$ cat src/rtl/seg_display_formatter.sv
// seg_display_formatter: binary-to-BCD double-dabble with 7-segment encoding, leading-zero blanking and edit-blink timer
module seg_display_formatter #(
    parameter int FLASH_HALF = 25_000_000,
    parameter bit LZ_BLANK   = 1'b1
) (
    input  logic        clk_in,
    input  logic        reset,
    input  logic [13:0] value,
    input  logic        load,
    input  logic        edit_mode,
    input  logic [1:0]  edit_pos,
    output logic [6:0]  digit1,
    output logic [6:0]  digit2,
    output logic [6:0]  digit3,
    output logic [6:0]  digit4,
    output logic        flash,
    output logic [1:0]  an_toflash,
    output logic        busy,
    output logic        overflow
);
    localparam logic [6:0] BLANK = 7'b1111111;
    localparam logic [6:0] DASH  = 7'b0111111;
    localparam int CW = FLASH_HALF > 1 ? $clog2(FLASH_HALF) : 1;
    localparam logic [CW-1:0] LAST = CW'(FLASH_HALF - 1);

    typedef enum logic [1:0] {IDLE, SHIFT, ENCODE} state_t;

    state_t        state;
    logic [13:0]   bin;
    logic [15:0]   bcd;
    logic [15:0]   adj;
    logic [3:0]    cnt;
    logic          ovf;
    logic          z3, z2, z1;
    logic [CW-1:0] fcnt;
    logic          phase;

    function automatic logic [6:0] seg7(input logic [3:0] d);
        case (d)
            4'd0: seg7 = 7'b1000000;
            4'd1: seg7 = 7'b1111001;
            4'd2: seg7 = 7'b0100100;
            4'd3: seg7 = 7'b0110000;
            4'd4: seg7 = 7'b0011001;
            4'd5: seg7 = 7'b0010010;
            4'd6: seg7 = 7'b0000010;
            4'd7: seg7 = 7'b1111000;
            4'd8: seg7 = 7'b0000000;
            4'd9: seg7 = 7'b0010000;
            default: seg7 = BLANK;
        endcase
    endfunction

    for (genvar i = 0; i < 4; i++) begin : g_adj
        assign adj[4*i +: 4] = bcd[4*i +: 4] >= 4'd5 ? bcd[4*i +: 4] + 4'd3 : bcd[4*i +: 4];
    end

    // blanking cascades from the left: a digit blanks only if all digits to its left are blank too
    assign z3 = LZ_BLANK && bcd[15:12] == 4'd0;
    assign z2 = z3 && bcd[11:8] == 4'd0;
    assign z1 = z2 && bcd[7:4] == 4'd0;

    always_ff @(posedge clk_in) begin
        if (reset) begin
            state    <= IDLE;
            bin      <= '0;
            bcd      <= '0;
            cnt      <= '0;
            ovf      <= 1'b0;
            busy     <= 1'b0;
            overflow <= 1'b0;
            digit1   <= BLANK;
            digit2   <= BLANK;
            digit3   <= BLANK;
            digit4   <= BLANK;
        end else begin
            case (state)
                IDLE: if (load) begin
                    bin   <= value;
                    bcd   <= '0;
                    cnt   <= '0;
                    ovf   <= value > 14'd9999;
                    busy  <= 1'b1;
                    state <= SHIFT;
                end
                SHIFT: begin
                    {bcd, bin} <= {adj, bin} << 1;
                    cnt        <= cnt + 4'd1;
                    if (cnt == 4'd13) state <= ENCODE;
                end
                ENCODE: begin
                    digit1   <= ovf ? DASH : z3 ? BLANK : seg7(bcd[15:12]);
                    digit2   <= ovf ? DASH : z2 ? BLANK : seg7(bcd[11:8]);
                    digit3   <= ovf ? DASH : z1 ? BLANK : seg7(bcd[7:4]);
                    digit4   <= ovf ? DASH : seg7(bcd[3:0]);
                    overflow <= ovf;
                    busy     <= 1'b0;
                    state    <= IDLE;
                end
                default: state <= IDLE;
            endcase
        end
    end

    // flash follows phase one cycle late so the first blink lands FLASH_HALF cycles after enable
    always_ff @(posedge clk_in) begin
        if (reset || !edit_mode) begin
            fcnt  <= '0;
            phase <= 1'b0;
            flash <= 1'b0;
        end else begin
            fcnt  <= fcnt == LAST ? '0 : fcnt + CW'(1);
            phase <= phase ^ (fcnt == LAST);
            flash <= phase;
        end
    end

    always_ff @(posedge clk_in) begin
        an_toflash <= reset ? 2'd0 : edit_pos;
    end
endmodule

$ cat config.mk
export PLATFORM = sky130hd
export DESIGN_NAME = seg_display_formatter
export DESIGN_NICKNAME = d
export VERILOG_FILES = /design/src/rtl/seg_display_formatter.sv
export SDC_FILE = /design/constraint.sdc
export NUM_CORES = 1
export LEC_CHECK = 0
export CORE_ASPECT_RATIO = 1.75
export CORE_MARGIN = 4
export CORE_UTILIZATION = 57
export DETAILED_ROUTE_END_ITERATION = 8
export PLACE_DENSITY = 0.82
export SYNTH_ARGS = -nofsm -noshare
export SYNTH_HDL_FRONTEND = slang
export SYNTH_SLANG_ARGS = --single-unit
export TNS_END_PERCENT = 50
$ cat constraint.sdc
create_clock -name clk_in -period 2.6 [get_ports clk_in]
set_clock_uncertainty 0.05 [all_clocks]
set_input_delay 0.39 -clock clk_in [delete_from_list [all_inputs] [get_ports clk_in]]
set_output_delay 0.39 -clock clk_in [all_outputs]
set_load 0.01 [all_outputs]
==> summary.txt <==
Status
  – Status: completed

Hold path
  – Hold Path Sink: digit4[3]
  – Hold Path Stages: 1
  – Hold WC Path Type: reg2reg

GRT
  – First-pass GRT wire length: around 22 mm
  – Busiest grt layer: met2
  – GRT Util Overall: 25.1%
  – Vias in the first global route: 4752
  – GRT met3 Usage: 5.67%
  – Largest net degree at the start of global routing: 26
  – Initial antenna violation count: 0
  – GRT met2 Usage: 47.4%
  – Gr ovfl total: 0
  – Met1 GRT Util: 24.6%

STA
  – Slew Limit Fails: 0
  – Slew @ Worst Pin: around 0.8 ns
  – Final setup TNS: 0 ns
  – Fmax: between 400 and 500 MHz
  – Final min period: 2.49 ns
  – Setup ws final: about 0.11 ns
  – Fin. Hold Viols: 0
  – Endpoints failing setup: 0
  – Tcrit/Tclk final: 95.9%
  – Max-Slew Margin vs Limit: 48.0%

Drt
  – DRT antenna net count: 0
  – Routed WL per cell: between 15 and 20 µm
  – Residual DRC: 0
  – Via/cell ratio: 5.86
  – Drt initial violations: around 270
  – Via Count: 4597
  – WL final: roughly 13 mm
  – DRT Pass-1 Iters: 5

Critical path
  – Slowest stage delay, CP: 0.42 ns
  – Crit path arrival time: 2.74 ns
  – CP top delay family: compound AO/OA/AOI/OAI gates
  – Worst reg2reg startpoint: bcd[9]
  – Startpoint types: flip-flop
  – R2R cell count: 10
  – Worst Path Buf+Inv: 3
  – Crit Path Category: reg2reg
  – CP dominant cell by count: inv_1
  – CP required: 2.84 ns
  – CP cell instances: inv_1 > ha_1 > nand2b_1 > a21oi_1 > xnor2_1 > a22o_1 > inv_1 > ha_1 > inv_1 > o311a_1
  – Worst reg2reg setup slack: roughly 0.11 ns
  – Max stage delay cell, worst path: dfxtp_1
  – Crit-path max FO: 5
  – Crit path capture type: flip-flop

Clocking
  – Clock sink count: 124
  – CTS tree: built
  – CTS H-tree depth: 4
  – Worst-skew pair later-pin latency: ~0.42 ns
  – Clock Path Buffers: 2
  – Reg clk slew, reported paths: 0.06 ns
  – TritonCTS Buffers: 17
  – Root buf cell: clkbuf_16
  – Postcts setup bufs: 0

Finish
  – Post-route insts no fill: 785
  – Antenna Cells: 0
  – Most common cell after layout, fill and taps aside: dfxtp_1
  – Layout cell share with drive strength beyond 1: 11.3%
  – Area Overhead vs Synth: 26.1%
  – Nets: between 700 and 800
  – Most frequent cells in the layout: dfxtp_1 (124), clkdlybuf4s50_1 (52), inv_1 (48)

Place
  – RD Place Congestion: ~0.86
  – Placed cell count: 753
  – Port bufs: 52
  – Detailed placement HPWL: around 9.4 mm
  – Worst slack at placement: 0.0108 ns

Power
  – Max VDD drop: 549 µV
  – Power Total: 4.61 mW
  – Leak: 2.82 nW
  – Cell Pwr Density: 675 nW/µm²

Synthesis
  – Post-Syn Area per Cell: ~9.4 µm²
  – Primary FF master, synth: dfxtp_1
  – Post-synth ARST share: 0%
  – Number of synthesized flops with an enable pin: 0
  – Seq/Total Area, Yosys: 45.8%
  – Syn_nets: 630
  – Syn Std Cell Area: 5420 µm²
  – Number of synthesis warnings: 0
  – Synth Instances: 577
  – Distinct cells, synth: 61
  – Count of state elements after synthesis: around 120

Run
  – Number of max-cap violations: 0

Floorplan
  – Initial Util: 59.2%
  – Die W: 81.7 µm
  – Ports: 53
  – Die area: 11200 µm²
  – CORE AREA: 9150 µm²
  – Num rows: 46
  – Chip Height: 137 µm
[cell type report]
cell class                      instances  area (µm²)
Multi-Input combinational cell        381        2650
Inverter                               49         184
Tap cell                              120         150
Sequential cell                       124        2480
Clock buffer                           23         498
Timing Repair Buffer                   79         736
Clock inverter                          9         134
Fill cell                             627        2320
[through the flow]
stage                     hold WS [ns]  utilization [%]  instance area, µm²
final                            0.385             74.6                6830
after global placement           0.366             67.7                6190
after detailed placement         0.375             67.7                6190
after floorplan                  0.363                -                5420
after global routing             0.389             74.6                6830
after CTS                        0.388             74.6                6830
[cell usage after synthesis, types with 10 or more instances]
library cell / number / share of area, %
dfxtp_1: 124 / 46
inv_1: 48 / 3.3
nor2_1: 46 / 3.2
nand2_1: 37 / 2.6
ha_1: 33 / 7.6
a21oi_1: 26 / 2.4
o22a_1: 24 / 3.9
xor2_1: 20 / 3.2
o21ai_0: 19 / 1.8
nand3_1: 17 / 1.6
a221oi_1: 13 / 2.1
o22ai_1: 12 / 1.4
and3_1: 11 / 1.3
clkbuf_1: 11 / 0.76
nor3_1: 10 / 0.92
xnor2_1: 10 / 1.6
[cells by family (layout without fill, tap and decap cells)]
logic type	count (synthesis)	count (layout)	synth area share (%)
compound gates	153	153	20.7
mux	8	8	1.50
fa+ha+maj	33	33	7.62
flops	124	124	45.8
simple gates	157	157	14.1
xor+xnor	30	30	4.85
buf+inv	72	160	5.38
[what timing repair did]
item / 4_1_cts / 5_1_grt
gates resized for setup: 0 / 1
endpoints found under the hold margin: 0 / 0
hold buffers: 0 / 0
setup endpoints to repair: 0 / 6
[where the power goes]
part	leakage [nW]	switching, mW	internal [mW]
Clock	0.298	0.833	1.63
Combinational	1.52	0.0995	0.0877
Sequential	1.01	0.0212	1.93
Total	2.82	0.954	3.65
[how the worst max path moves through the flow]
stage / startpoint / endpoint / depth (start not counted)
6_report: bcd[9] / flip-flop / 10
3_3_place_gp: reset / flip-flop / 11
2_1_floorplan: reset / flip-flop / 10
3_5_place_dp: reset / flip-flop / 8
5_1_grt: bcd[9] / flip-flop / 9
4_1_cts: bcd[9] / flip-flop / 9
[metal layers]
layer	up-vias	share of wire (%)
li1	2204	-
met2	133	57
met4	0	3.9
met3	49	3.8
met5	-	0
met1	2211	35
Note: power is estimated with default switching activity, not from simulation.
